`config.mk`:
```
export PLATFORM = sky130hd
export DESIGN_NAME = data_table_delete_chain
export DESIGN_NICKNAME = d
export VERILOG_FILES = /design/src/rtl/data_table_delete_chain.sv
export SDC_FILE = /design/constraint.sdc
export NUM_CORES = 1
export LEC_CHECK = 0
export ABC_CLOCK_PERIOD_IN_PS = 2700
export CAP_MARGIN = 10
export CORE_MARGIN = 5
export CORE_UTILIZATION = 49
export CTS_BUF_LIST = sky130_fd_sc_hd__clkbuf_8
export DETAILED_ROUTE_END_ITERATION = 12
export GPL_TIMING_DRIVEN = 0
export PLACE_DENSITY = 0.91
export SYNTH_ARGS = -nofsm -noshare
export SYNTH_HDL_FRONTEND = slang
export SYNTH_SLANG_ARGS = --single-unit
export TNS_END_PERCENT = 20
```
`constraint.sdc`:
```
create_clock -name clk_i -period 2.7 [get_ports clk_i]
set_input_delay 0.27 -clock clk_i [delete_from_list [all_inputs] [get_ports clk_i]]
set_output_delay 0.27 -clock clk_i [all_outputs]
set_load 0.005 [all_outputs]
```
`src/rtl/data_table_delete_chain.sv`:
```
// Delete engine for the chained hash table: walks one bucket chain, unlinks the first
// entry whose key matches, zeroes it and returns its address to the free list.
module data_table_delete_chain #(
    parameter int unsigned KEY_WIDTH     = 32,
    parameter int unsigned VALUE_WIDTH   = 32,
    parameter int unsigned A_WIDTH       = 8,
    parameter int unsigned BUCKET_WIDTH  = 8,
    parameter int unsigned TAG_WIDTH     = 8,
    parameter int unsigned RAM_LATENCY   = 2,
    parameter int unsigned MAX_CHAIN_LEN = 16
) (
    input  logic                    clk_i,
    input  logic                    rst_n_i,
    input  logic [KEY_WIDTH-1:0]    task_key_i,
    input  logic [BUCKET_WIDTH-1:0] task_bucket_i,
    input  logic [A_WIDTH-1:0]      task_head_ptr_i,
    input  logic                    task_head_ptr_val_i,
    input  logic [TAG_WIDTH-1:0]    task_tag_i,
    input  logic                    task_valid_i,
    output logic                    task_ready_o,
    output logic [A_WIDTH-1:0]      rd_addr_o,
    output logic                    rd_en_o,
    input  logic [KEY_WIDTH-1:0]    rd_key_i,
    input  logic [VALUE_WIDTH-1:0]  rd_value_i,
    input  logic [A_WIDTH-1:0]      rd_next_ptr_i,
    input  logic                    rd_next_ptr_val_i,
    output logic [A_WIDTH-1:0]      wr_addr_o,
    output logic                    wr_en_o,
    output logic [KEY_WIDTH-1:0]    wr_key_o,
    output logic [VALUE_WIDTH-1:0]  wr_value_o,
    output logic [A_WIDTH-1:0]      wr_next_ptr_o,
    output logic                    wr_next_ptr_val_o,
    output logic [A_WIDTH-1:0]      add_empty_ptr_o,
    output logic                    add_empty_ptr_en_o,
    output logic [BUCKET_WIDTH-1:0] head_wr_addr_o,
    output logic [A_WIDTH-1:0]      head_wr_ptr_o,
    output logic                    head_wr_ptr_val_o,
    output logic                    head_wr_en_o,
    output logic [TAG_WIDTH-1:0]    res_tag_o,
    output logic [VALUE_WIDTH-1:0]  res_value_o,
    output logic [1:0]              res_code_o,
    output logic                    res_valid_o,
    input  logic                    res_ready_i
);

    localparam int unsigned HOP_W = $clog2(MAX_CHAIN_LEN + 1);
    localparam logic [HOP_W-1:0] HOP_MAX = HOP_W'(MAX_CHAIN_LEN);

    typedef enum logic [2:0] {
        IDLE, RD_ISSUE, RD_WAIT, UNLINK_HEAD, UNLINK_PREV, CLEAR, RESULT
    } state_e;

    typedef enum logic [1:0] {
        RES_SUCCESS     = 2'd0,
        RES_NO_ENTRY    = 2'd1,
        RES_CHAIN_LIMIT = 2'd2
    } res_code_e;

    state_e                  state_q, state_d;
    logic [KEY_WIDTH-1:0]    key_q;
    logic [BUCKET_WIDTH-1:0] bucket_q;
    logic [TAG_WIDTH-1:0]    tag_q;
    logic [A_WIDTH-1:0]      cur_addr_q, prev_addr_q;
    logic [KEY_WIDTH-1:0]    prev_key_q;
    logic [VALUE_WIDTH-1:0]  prev_value_q, cur_value_q;
    logic [A_WIDTH-1:0]      cur_next_q;
    logic                    cur_next_val_q;
    logic                    first_q;
    logic [HOP_W-1:0]        hops_q;
    logic [RAM_LATENCY-1:0]  vld_sr_q;
    logic [VALUE_WIDTH-1:0]  res_value_q;
    res_code_e               res_code_q;

    logic data_cyc, key_hit, chain_stop;

    assign data_cyc   = (state_q == RD_WAIT) && vld_sr_q[RAM_LATENCY-1];
    assign key_hit    = (rd_key_i == key_q);
    assign chain_stop = (rd_next_ptr_i == cur_addr_q) || (hops_q == HOP_MAX);

    always_ff @(posedge clk_i or negedge rst_n_i) begin
        if (!rst_n_i) state_q <= IDLE;
        else          state_q <= state_d;
    end

    // A match wins over the end-of-chain, self-loop and hop-limit exits.
    always_comb begin
        state_d = state_q;
        case (state_q)
            IDLE:        if (task_valid_i) state_d = task_head_ptr_val_i ? RD_ISSUE : RESULT;
            RD_ISSUE:    state_d = RD_WAIT;
            RD_WAIT: begin
                if (data_cyc) begin
                    if (key_hit)                               state_d = first_q ? UNLINK_HEAD : UNLINK_PREV;
                    else if (!rd_next_ptr_val_i || chain_stop) state_d = RESULT;
                    else                                       state_d = RD_ISSUE;
                end
            end
            UNLINK_HEAD: state_d = CLEAR;
            UNLINK_PREV: state_d = CLEAR;
            CLEAR:       state_d = RESULT;
            RESULT:      if (res_ready_i) state_d = IDLE;
            default:     state_d = IDLE;
        endcase
    end

    always_ff @(posedge clk_i or negedge rst_n_i) begin
        if (!rst_n_i) begin
            vld_sr_q <= '0;
        end else begin
            vld_sr_q[0] <= (state_q == RD_ISSUE);
            for (int unsigned i = 1; i < RAM_LATENCY; i++) vld_sr_q[i] <= vld_sr_q[i-1];
        end
    end

    always_ff @(posedge clk_i or negedge rst_n_i) begin
        if (!rst_n_i) begin
            key_q          <= '0;
            bucket_q       <= '0;
            tag_q          <= '0;
            cur_addr_q     <= '0;
            prev_addr_q    <= '0;
            prev_key_q     <= '0;
            prev_value_q   <= '0;
            cur_value_q    <= '0;
            cur_next_q     <= '0;
            cur_next_val_q <= 1'b0;
            first_q        <= 1'b0;
            hops_q         <= '0;
            res_value_q    <= '0;
            res_code_q     <= RES_SUCCESS;
        end else begin
            case (state_q)
                IDLE: begin
                    if (task_valid_i) begin
                        key_q       <= task_key_i;
                        bucket_q    <= task_bucket_i;
                        tag_q       <= task_tag_i;
                        cur_addr_q  <= task_head_ptr_i;
                        first_q     <= 1'b1;
                        hops_q      <= '0;
                        res_value_q <= '0;
                        res_code_q  <= task_head_ptr_val_i ? RES_SUCCESS : RES_NO_ENTRY;
                    end
                end
                RD_ISSUE: begin
                    if (hops_q != HOP_MAX) hops_q <= hops_q + 1'b1;
                end
                RD_WAIT: begin
                    if (data_cyc) begin
                        cur_value_q    <= rd_value_i;
                        cur_next_q     <= rd_next_ptr_i;
                        cur_next_val_q <= rd_next_ptr_val_i;
                        if (!key_hit) begin
                            if (!rd_next_ptr_val_i) begin
                                res_code_q <= RES_NO_ENTRY;
                            end else if (chain_stop) begin
                                res_code_q <= RES_CHAIN_LIMIT;
                            end else begin
                                prev_addr_q  <= cur_addr_q;
                                prev_key_q   <= rd_key_i;
                                prev_value_q <= rd_value_i;
                                cur_addr_q   <= rd_next_ptr_i;
                                first_q      <= 1'b0;
                            end
                        end
                    end
                end
                CLEAR: begin
                    res_value_q <= cur_value_q;
                    res_code_q  <= RES_SUCCESS;
                end
                default: ;
            endcase
        end
    end

    always_comb begin
        rd_en_o            = 1'b0;
        rd_addr_o          = '0;
        wr_en_o            = 1'b0;
        wr_addr_o          = '0;
        wr_key_o           = '0;
        wr_value_o         = '0;
        wr_next_ptr_o      = '0;
        wr_next_ptr_val_o  = 1'b0;
        add_empty_ptr_en_o = 1'b0;
        add_empty_ptr_o    = '0;
        head_wr_en_o       = 1'b0;
        head_wr_addr_o     = '0;
        head_wr_ptr_o      = '0;
        head_wr_ptr_val_o  = 1'b0;
        case (state_q)
            RD_ISSUE: begin
                rd_en_o   = 1'b1;
                rd_addr_o = cur_addr_q;
            end
            UNLINK_HEAD: begin
                head_wr_en_o      = 1'b1;
                head_wr_addr_o    = bucket_q;
                head_wr_ptr_o     = cur_next_q;
                head_wr_ptr_val_o = cur_next_val_q;
            end
            UNLINK_PREV: begin
                wr_en_o           = 1'b1;
                wr_addr_o         = prev_addr_q;
                wr_key_o          = prev_key_q;
                wr_value_o        = prev_value_q;
                wr_next_ptr_o     = cur_next_q;
                wr_next_ptr_val_o = cur_next_val_q;
            end
            CLEAR: begin
                wr_en_o            = 1'b1;
                wr_addr_o          = cur_addr_q;
                add_empty_ptr_en_o = 1'b1;
                add_empty_ptr_o    = cur_addr_q;
            end
            default: ;
        endcase
    end

    assign task_ready_o = (state_q == IDLE);
    assign res_valid_o  = (state_q == RESULT);
    assign res_tag_o    = tag_q;
    assign res_value_o  = res_value_q;
    assign res_code_o   = res_code_q;

endmodule

```
* Word-level counts from Yosys, hierarchy flattened
Index checks and enable logic that the tools add are counted.
** Storage, ports and cells
- Bits of input ports :: 134
- Word-level logic and storage cells :: 102
- Register bits after elaboration :: 214
- Output and inout port bits :: 162
** Cells by class
- Multiplexer cells :: 46
- Bitwise logic cells :: 2
- Add/sub/neg operators :: 1
- Equality and inequality tests :: 18
- Reductions and logical operators :: 19
** Operator list (number)
- $mux W32 :: 3
- $mux W8 :: 10
- $pmux W32 S2 :: 1
- $eq A32 B32 Y1 :: 1
- $pmux W8 S2 :: 2
- $mux W3 :: 7
- $pmux W3 S6 :: 1
- $mux W1 :: 12
- $mux W2 :: 5
- $mux W5 :: 2
- $ne A2 B2 Y1 const B :: 5
- $pmux W5 S2 :: 1
- $reduce_and A5 Y1 :: 2
- $eq A3 B3 Y1 const B :: 3
- $eq A8 B8 Y1 :: 1
- $eq A3 B2 Y1 const B :: 2
- $pmux W2 S3 :: 1
- $reduce_and A2 Y1 :: 3
- $reduce_and A3 Y1 :: 2
- $reduce_and A6 Y1 :: 1
- $reduce_bool A2 Y1 :: 3
- $add A5 B1 Y5 const B :: 1
- $eq A5 B5 Y1 const B :: 1
- $ne A5 B5 Y1 const B :: 1
- other kinds (11) :: 15

* Depth between registers and ports, before layout
Gate-level depths: netlist of the first run.
- Depth after elaboration :: 7
- Depth in mapped cells :: 8
- Mapped depth without buffers :: 8

* Worst setup path after synthesis of the first run
Ideal clock, no wire load.
- Path type :: register to register
- Start point :: reg key_q[27]
- End point :: reg prev_addr_q[0]
- Path buffers :: 2
- Path slack :: 0.562 ns
- Required time :: 2.575 ns
- Arrival time :: 2.013 ns
- Library setup time :: 0.125 ns
- Stages on the path, launching flop included :: 9
- Cells stage by stage :: dfrtp_1 > xor2_1 > nor4_1 > nand4_1 > o2111ai_2 > or3_1 > buf_6 > buf_12 > mux2_4
** Between the ends
- Cells in the longest elaborated chain, start to end :: 3
** RTL lines
- start, declared :: RTL line 60 : logic [KEY_WIDTH-1:0] key_q;
- start signal, assigned :: RTL line 135 : key_q <= task_key_i;
- $eq A32 B32 Y1 :: RTL line 77 : assign key_hit = (rd_key_i == key_q);
- $not A1 Y1 (no line)
- $reduce_and A5 Y1 (no line)
- end signal, assigned :: RTL line 159 : prev_addr_q <= cur_addr_q;
- end, declared :: RTL line 63 : logic [A_WIDTH-1:0] cur_addr_q, prev_addr_q;
No other way between the ends.
A chain may end at the register's enable or synchronous reset.

* Worst setup path in the final report of the first run
- Start point :: reg key_q[9]
- End point :: reg prev_key_q[17]
** Between the ends
- Cells in the longest elaborated chain, start to end :: 3
** RTL lines
- $eq A32 B32 Y1 :: RTL line 77
- $not A1 Y1 (no line)
- $reduce_and A5 Y1 (no line)
- end signal, assigned :: RTL line 160 : prev_key_q <= rd_key_i;
- end, declared :: RTL line 64 : logic [KEY_WIDTH-1:0] prev_key_q;
No other way between the ends.

==> flow_metrics.tcl, run 1 <==
set metrics [dict create \
    status "completed" \
    cp_max_fo 10 \
    antenna_left 0 \
    drtIter0Drc 304 \
    grtUsageTotal 0.245 \
    critPathBufInv 3 \
    synth_edf_count 0 \
    cp-start-kind "register" \
    post-route-period-util 0.968 \
    maxCapViolations 0 \
    finalPower_uw 12800 \
    critPathMaxStageDelay_ns 0.44 \
    slew_headroom 0.537 \
    clk_pin_slew_worst_paths_ns 0.06 \
    remaining_drc_errors 0 \
    path_class "reg -> reg" \
    die_y_um 153 \
    drive_gt1_frac 0.235 \
    setup_tns_ns 0 \
    min_from "vld_sr_q[0]" \
    grt-ovfl-total 0 \
    ys_types 40 \
    avgSynthCellArea_um2 12.5 \
    top_level_ports 296 \
    hold_class "reg -> reg" \
    clockBufferDepth 3 \
    grt_max_degree 123 \
    grt_pass1_vias 8091 \
    cts_sinks 214 \
    worstPathArrival_ns 2.99 \
    ys_warn_count 0 \
    worst_pin_slew_ns 0.695 \
    grt_antenna_before_repair 0 \
    grt_pass1_wl_um 45400 \
    rows 52 \
    cts_tree "built" \
    hold_viol 0 \
    io_buffers 295 \
    start_util 0.495 \
    final_cell_mix "clkdlybuf4s50_1, dfrtp_1, and2_1, mux2_2, nand2_1" \
    finalClockSkew_ns 0.0236 \
    async_flop_share 1.00 \
    critical_path.cell_chain "xor2_1, nor4_1, nand4_1, buf_4, o2111ai_2, or3_1, buf_6, buf_12, mux2_4" \
    antenna_cells 0 \
    finalSetupViolCount 0 \
    ys.flop_type "dfrtp_1" \
    stdcell_count 1434 \
    cp_slowest_cell "nor4_1" \
    syn_inst 797 \
    ir_drop_v 0.000499 \
    r2r_start "key_q[9]" \
    synth_nets 933 \
    end_kind "register" \
    ys_seq_area_frac 0.538 \
    placed_area_mm2 0.0133 \
    leakagePower_uw 0.00662 \
    vias 7455 \
    powerDensity_mw_per_mm2 903 \
    wirelength_um 29100 \
    gp_congestion 0.847 \
    core_mm2 0.0201 \
    final_cell_area_mm2 0.0142 \
    dp.cells 1363 \
    wl_per_cell_um 20.3 \
    die_w_um 153 \
    nNetsFinal 1275 \
    clk_latency_ns 0.51 \
    fmax_mhz 383 \
    dp_hpwl_um 21100 \
    cp_top_family "simple AND/OR/NAND/NOR gates" \
    avgViaCountPerCell 5.20 \
    cp.required_ns 3.08 \
    synth_seq_cells 214 \
    firstDrtPassIters 4 \
    final_common_cell "clkdlybuf4s50_1" \
    areaGrowthSynthToFinish_pct 42.4 \
    die-area_mm2 0.0233 \
    cts_max_level 2 \
    ctsRootBufferMaster "clkbuf_8" \
    cp-startpoint "key_q[9]" \
    cts_buffers 39 \
    fin_crit_ns 2.61 \
    finalMaxSlewViolations 0 \
    syn_area_mm2 0.00995 \
]
## final cells by class
type                       count  area [um^2]
tap                          270          338
clock inverter                20          109
buffer                        46          375
fill                        1388         5930
clock buffer                  46          633
sequential                   214         5360
multi-input combinational    531         4310
inverter                       5         23.8
timing repair buffer         302         3030
## metal layers
| metal | up-vias | part of all wire | GRT usage |
|---|---|---|---|
| li1 | 3384 | - | - |
| met1 | 3710 | 0.39 | 0.296 |
| met2 | 289 | 0.50 | 0.419 |
| met3 | 72 | 0.070 | 0.0656 |
| met4 | 0 | 0.038 | 0.101 |
| met5 | - | 0 | 0 |
## cell usage after synthesis (2+ instances only)
library cell  count  area [um^2]
or3_1             2         12.5
nor2_1           15         56.3
mux2i_1           2         20.0
mux2_4           70         1050
clkbuf_1         28          105
nand2b_1          3         18.8
mux2_2           99         1110
nand4_1           4         25.0
nor2b_1           5         31.3
nand3_1           2         10.0
a21oi_1           6         30.0
xor2_1           43          377
ha_1              2         25.0
and3_1            8         50.1
a21o_1            9         67.6
and2_1          100          626
dfrtp_1         214         5360
nand2_1          95          357
buf_12            7          140
nor4_1           10         62.6
o21ai_0          39          195
inv_1             4         15.0
o31ai_1           2         15.0
buf_2            10         50.1
nor3_1            3         15.0
## metrics by stage
step                      worst slack, ns  utilization  hold slack (ns)
after floorplan                     0.562            -          -0.0256
after global placement              -7.58        0.659            0.332
after detailed placement           -0.427        0.660            0.325
after CTS                        0.000302        0.703            0.338
after global routing              -0.0233        0.705            0.339
final                              0.0857        0.705            0.356
## final timing paths
kind / endpoint / slack (ns) / cells after the start
min in group asynchronous: prev_key_q[7] / 0.37 / 2
max in group asynchronous: cur_next_q[4] / 1.31 / 3
min: vld_sr_q[1] / 0.36 / 0
max reg2reg: prev_key_q[17] / 0.09 / 9
min reg2reg: vld_sr_q[1] / 0.36 / 0
max: prev_key_q[17] / 0.09 / 9
## flip-flops by register name, indices dropped and copies added, names as in the netlist, 2 cells and up
register      flops
res_tag_o         8
prev_addr_q       8
prev_key_q       32
prev_value_q     32
cur_next_q        8
cur_addr_q        8
res_code_o        2
bucket_q          8
cur_value_q      32
state_q           3
res_value_o      32
vld_sr_q          2
key_q            32
hops_q            5
## report_power, final
part / switching [uW] / internal [uW] / leakage, uW
Combinational: 1980 / 2710 / 0.00339
Sequential: 776 / 4410 / 0.00278
Clock: 1300 / 1630 / 0.000442
## timing repair
action / CTS / global route
gates resized for setup: 34 / 20
hold buffers: 1 / 0
buffers inserted: 2 / 2
cloned: 0 / 1
hold endpoints to repair: 92 / 0
endpoints found under the setup margin: 188 / 165
pin swaps: 2 / 2
## cells by family after synthesis
| logic type | Yosys count | share of synthesized area |
|---|---|---|
| and+or+nand+nor | 251 | 0.131 |
| xor gates and xnor gates | 43 | 0.0378 |
| AOI/OAI and AO/OA | 64 | 0.0382 |
| DFF | 214 | 0.538 |
| adders and majority gates | 2 | 0.00251 |
| muxes | 171 | 0.220 |
| buffers and inverters | 52 | 0.0331 |
Note: power is estimated with default switching activity, not from simulation.
==> run 2: changes to the inputs <==
--- a/config.mk
+++ b/config.mk
@@ -7,6 +7,7 @@
 export LEC_CHECK = 0
 export ABC_CLOCK_PERIOD_IN_PS = 2700
 export CAP_MARGIN = 10
+export CORE_ASPECT_RATIO = 1.2
 export CORE_MARGIN = 5
 export CORE_UTILIZATION = 49
 export CTS_BUF_LIST = sky130_fd_sc_hd__clkbuf_8
==> flow_metrics.tcl, run 2 (synthesized netlist as in run 1, its figures left out) <==
set metrics [dict create \
    cp-startpoint "state_q[1]" \
    slew_headroom 0.408 \
    finalSetupViolCount 0 \
    die_y_um 166 \
    rsz0062_at_grt "true" \
    finalClockSkew_ns 0.0258 \
    post-route-period-util 0.972 \
    wl_per_cell_um 20.6 \
    fin_crit_ns 2.62 \
    grt_antenna_before_repair 0 \
    hold_end "vld_sr_q[1]" \
    r2r_start "key_q[8]" \
    cts_buffers 36 \
    grtUsageTotal 0.248 \
    die-area_mm2 0.0233 \
    min_from "vld_sr_q[0]" \
    firstDrtPassIters 4 \
    ir_drop_v 0.000554 \
    dp.cells 1358 \
    gp_congestion 0.843 \
    finalMaxSlewViolations 0 \
    min_path_cells 0 \
    start_util 0.495 \
    final_cell_mix "clkdlybuf4s50_1, dfrtp_1, and2_1, mux2_2, nand2_1" \
    fmax_mhz 381 \
    reg2reg_slack_ns 0.12 \
    fillers 1399 \
    die_w_um 140 \
    grt_pass1_vias 8167 \
    worst_pin_slew_ns 0.887 \
    drtIter0Drc 368 \
    clk_pin_slew_worst_paths_ns 0.06 \
    pwr-share-seq 0.409 \
    status "completed" \
    top_level_ports 296 \
    remaining_drc_errors 0 \
    cp-start-kind "register" \
    cts_max_level 2 \
    final_common_cell "clkdlybuf4s50_1" \
    core_mm2 0.0201 \
    avgViaCountPerCell 5.18 \
    io_buffers 295 \
    reg2reg_depth 9 \
    cp_max_fo 10 \
    nNetsFinal 1273 \
    cts_sinks 214 \
    grt_pass1_wl_um 45600 \
    cp.required_ns 2.43 \
    end_kind "primary output" \
    swShare 0.317 \
    dp_hpwl_um 21000 \
    r2r_end "prev_key_q[27]" \
    worstPathArrival_ns 2.35 \
    antenna_cells 0 \
    areaGrowthSynthToFinish_pct 42.1 \
    drive_gt1_frac 0.233 \
    path_class "reg -> out" \
    clockPowerShare 0.221 \
    grt_max_degree 119 \
    powerDensity_mw_per_mm2 898 \
    leakagePower_uw 0.00661 \
    hold_class "reg -> reg" \
    wirelength_um 29300 \
    rows 57 \
    combPwrFrac 0.369 \
    hold_viol 0 \
    clockBufferDepth 3 \
    stdcell_count 1423 \
    post-route-util 0.703 \
    antenna_left 0 \
    grt-ovfl-total 0 \
    clk_latency_ns 0.52 \
    vias 7370 \
    maxCapViolations 0 \
    switchingPower_uw 4020 \
    cts_tree "built" \
    ctsRootBufferMaster "clkbuf_8" \
    internal-power_uw 8680 \
]
[run 2: cell types whose count changed in the layout (fill, tap and decap cells not counted), moves of 2 or more]
cell      previous run  this run
clkbuf_4             1         6
clkbuf_2             3         1
clkbuf_8            49        47
buf_4               11         7
inv_1               20        17
[run 2: area by class of cell]
type                            count  area (um^2)  area share
Buffer                             46          394      0.0279
Clock buffer                       44          606      0.0428
Clock inverter                     15         83.8     0.00592
Inverter                            5         23.8     0.00168
Multi-Input combinational cell    531         4310       0.305
Sequential cell                   214         5360       0.379
Tap cell                          265          332      0.0234
Timing Repair Buffer              303         3040       0.215
[run 2: worst max-delay path by stage]
stage,end,slack [ns],cells past startpoint
global route,wr_key_o[4],-0.05,6
floorplan,prev_addr_q[0],0.56,8
global placement,prev_value_q[19],-7.53,1
detailed placement,prev_key_q[30],-0.45,9
CTS,wr_addr_o[7],0.01,5
finish,wr_key_o[16],0.08,6
[run 2: repair_timing]
action                                 CTS  global route
setup endpoints to repair              187           164
resized for setup                       38            19
endpoints found under the hold margin  117             0
setup buffers                            3             3
pin swaps                                1             2
hold buffers                             1             0
[run 2: power groups by stage]
stage | Clock, uW | Combinational [uW] | Sequential (uW)
3_5_place_dp | 0 | 4480 | 5200
3_3_place_gp | 0 | 4300 | 5150
4_1_cts | 2870 | 4680 | 5170
2_1_floorplan | 0 | 2600 | 4980
5_1_grt | 3020 | 5070 | 5330
6_report | 2810 | 4690 | 5200
[run 2: worst max-delay path, cell delays in order, from the launching register on]
cell and delay (ns):
dfrtp_1 0.43, nor2b_2 0.16, nor2b_2 0.18, buf_8 0.16
clkbuf_8 0.19, and2_1 0.19, clkdlybuf4s50_1 0.52
[run 2: through the flow]
stage / total power, uW / setup slack, ns / setup TNS, ns / instance area (um^2) / hold WS [ns]
after floorplan: 7580 / 0.562 / 0 / 9950 / -0.0256
final: 12700 / 0.0764 / 0 / 14100 / 0.356
after global placement: 9450 / -7.53 / -1639.77 / 13200 / 0.332
after CTS: 12700 / 0.0122 / 0 / 14100 / 0.344
after global routing: 13400 / -0.0478 / -0.779 / 14100 / 0.344
after detailed placement: 9680 / -0.453 / -38.33 / 13300 / 0.337
[run 2: per-layer routing]
metal | vias to the layer above | share of wire | GRT usage
met5 | - | 0 | 0
met3 | 55 | 0.071 | 0.0714
met1 | 3679 | 0.38 | 0.284
li1 | 3367 | - | -
met4 | 0 | 0.032 | 0.0898
met2 | 269 | 0.52 | 0.439
==> run 3: changes to the inputs <==
--- a/config.mk
+++ b/config.mk
@@ -5,14 +5,14 @@
 export SDC_FILE = /design/constraint.sdc
 export NUM_CORES = 1
 export LEC_CHECK = 0
-export ABC_CLOCK_PERIOD_IN_PS = 2700
+export ABC_CLOCK_PERIOD_IN_PS = 2800
 export CAP_MARGIN = 10
 export CORE_ASPECT_RATIO = 1.2
 export CORE_MARGIN = 5
 export CORE_UTILIZATION = 49
 export CTS_BUF_LIST = sky130_fd_sc_hd__clkbuf_8
 export DETAILED_ROUTE_END_ITERATION = 12
-export GPL_TIMING_DRIVEN = 0
+export GPL_TIMING_DRIVEN = 1
 export PLACE_DENSITY = 0.91
 export SYNTH_ARGS = -nofsm -noshare
 export SYNTH_HDL_FRONTEND = slang
==> constraint.sdc (replaced) <==
create_clock -name clk_i -period 2.8 [get_ports clk_i]
set_input_delay 0.28 -clock clk_i [delete_from_list [all_inputs] [get_ports clk_i]]
set_output_delay 0.28 -clock clk_i [all_outputs]
set_load 0.005 [all_outputs]
==> flow_metrics.tcl, run 3 (synthesized netlist as in run 1, its figures left out) <==
set metrics [dict create \
    status "completed" \
    finalClockSkew_ns 0.0251 \
    grtUsageTotal 0.233 \
    grt-ovfl-total 0 \
    final_common_cell "clkdlybuf4s50_1" \
    r2r_end "prev_key_q[8]" \
    final_cell_area_mm2 0.0139 \
    cts_buffers 36 \
    pwr-share-seq 0.424 \
    finalMaxSlewViolations 0 \
    placed_area_mm2 0.0133 \
    io_buffers 295 \
    combPwrFrac 0.358 \
    cp.required_ns 2.52 \
    drtIter0Drc 284 \
    cts_sinks 214 \
    clockPowerShare 0.218 \
    clockBufferDepth 3 \
    wirelength_um 27500 \
    cts_setup_buffers 0 \
    hold_viol 0 \
    busiest_layer "met2" \
    slew_headroom 0.608 \
    top_level_ports 296 \
    drive_gt1_frac 0.222 \
    rsz0062_at_grt "false" \
    maxCapViolations 0 \
    timing.final.ws_setup_ns 0.108 \
    finalSetupViolCount 0 \
    dp_hpwl_um 19600 \
    cp-startpoint "state_q[0]" \
    grt_pass1_vias 7872 \
    die-area_mm2 0.0233 \
    cp-endpoint "head_wr_addr_o[3]" \
    cp_slowest_cell "clkdlybuf4s50_1" \
    avgViaCountPerCell 5.20 \
    vias 7270 \
    pre_cts_slack_ns -0.0754 \
    internal-power_uw 8180 \
    crit_cells 6 \
    firstDrtPassIters 5 \
    grt_antenna_before_repair 2 \
    cts_max_level 2 \
    die_y_um 166 \
    remaining_drc_errors 0 \
    powerDensity_mw_per_mm2 856 \
    gp_congestion 0.842 \
    antenna_cells 0 \
    reg2reg_slack_ns 0.32 \
    post-route-util 0.693 \
    cp_top_family "buffers and inverters" \
    cp-start-kind "register" \
    grt_max_degree 68 \
    worstPathArrival_ns 2.41 \
    end_kind "primary output" \
    clk_latency_ns 0.51 \
    start_util 0.495 \
    clk_pin_slew_worst_paths_ns 0.06 \
    swShare 0.314 \
    final_cell_mix "clkdlybuf4s50_1, dfrtp_1, and2_1, mux2_2, nand2_1" \
    leakagePower_uw 0.00647 \
    cp_max_fo 18 \
    die_w_um 140 \
    critical_path.cell_chain "buf_4, nand2_1, nor2_1, buf_6, and2_1, clkdlybuf4s50_1" \
    path_class "reg -> out" \
    switchingPower_uw 3750 \
    use_met2 0.395 \
    post-route-period-util 0.961 \
    nNetsFinal 1245 \
    r2r_start "key_q[8]" \
    reg2reg_depth 7 \
    grt_pass1_wl_um 43600 \
    cts_tree "built" \
    wl_per_cell_um 19.7 \
    ir_drop_v 0.000540 \
    met3_usage 0.0697 \
    worst_pin_slew_ns 0.588 \
    multiInputGateArea_mm2 0.00430 \
    core_mm2 0.0201 \
    fillers 1428 \
    rows 57 \
    hold_class "in -> async" \
    ctsRootBufferMaster "clkbuf_8" \
    fmax_mhz 371 \
    critPathMaxStageDelay_ns 0.55 \
    critPathBufInv 3 \
    fin_crit_ns 2.69 \
    antenna_left 0 \
    regArea_mm2 0.00536 \
    areaGrowthSynthToFinish_pct 40.1 \
    grt_use_met1 0.281 \
]
-- run 3: layer usage --
metal  vias to the layer above  wire length (um)
li1                       3310                 -
met1                      3627             10900
met2                       261             13700
met3                        68              1970
met4                         4               945
met5                         -                21
-- run 3: how the worst min path moves through the flow --
stage / startpoint / end / slack, ns
6_report: rst_n_i / prev_key_q[20] / 0.32
5_1_grt: task_key_i[27] / key_q[27] / 0.35
4_1_cts: rst_n_i / prev_key_q[20] / 0.34
3_5_place_dp: rst_n_i / key_q[20] / 0.33
3_3_place_gp: rst_n_i / key_q[20] / 0.33
2_1_floorplan: rst_n_i / bucket_q[0] / -0.02
-- run 3: worst register-to-register path, cell delays in order, from the launching register on --
cell and delay [ns]:
dfrtp_1 0.39, xor2_1 0.21, nor4_1 0.36, nand4_1 0.31
o2111ai_2 0.29, or3_4 0.22, buf_12 0.24, mux2_2 0.36
-- run 3: repair_timing --
| item | in CTS | in global routing |
|---|---|---|
| gates resized for setup | 2 | 3 |
| hold buffers | 1 | 0 |
| hold endpoints to repair | 64 | 0 |
| gates cloned | 0 | 0 |
| setup endpoints to repair | 9 | 15 |
-- run 3: layout make-up --
type,count,area share
inverter,5,0.00135
sequential,214,0.384
tap,265,0.0238
clock inverter,18,0.00503
timing repair buffer,321,0.235
clock buffer,43,0.0424
multi-input combinational,531,0.308
-- run 3: power groups by stage --
| stage | Sequential, uW | Clock [uW] | Combinational (uW) |
|---|---|---|---|
| 6_report | 5050 | 2610 | 4270 |
| 5_1_grt | 5180 | 2820 | 4630 |
| 4_1_cts | 5050 | 2680 | 4320 |
| 3_5_place_dp | 5070 | 0 | 4290 |
| 3_3_place_gp | 5010 | 0 | 4130 |
| 2_1_floorplan | 4800 | 0 | 2510 |
-- run 3: stage by stage --
step / setup TNS (ns) / std cells / hold slack (ns) / total power, uW
global placement: -0.0254 / 1335 / 0.330 / 9140
global route: 0 / 1397 / 0.350 / 12600
CTS: 0 / 1397 / 0.343 / 12000
detailed placement: -1.76 / 1335 / 0.328 / 9360
floorplan: 0 / 797 / -0.0156 / 7310
finish: 0 / 1397 / 0.315 / 11900
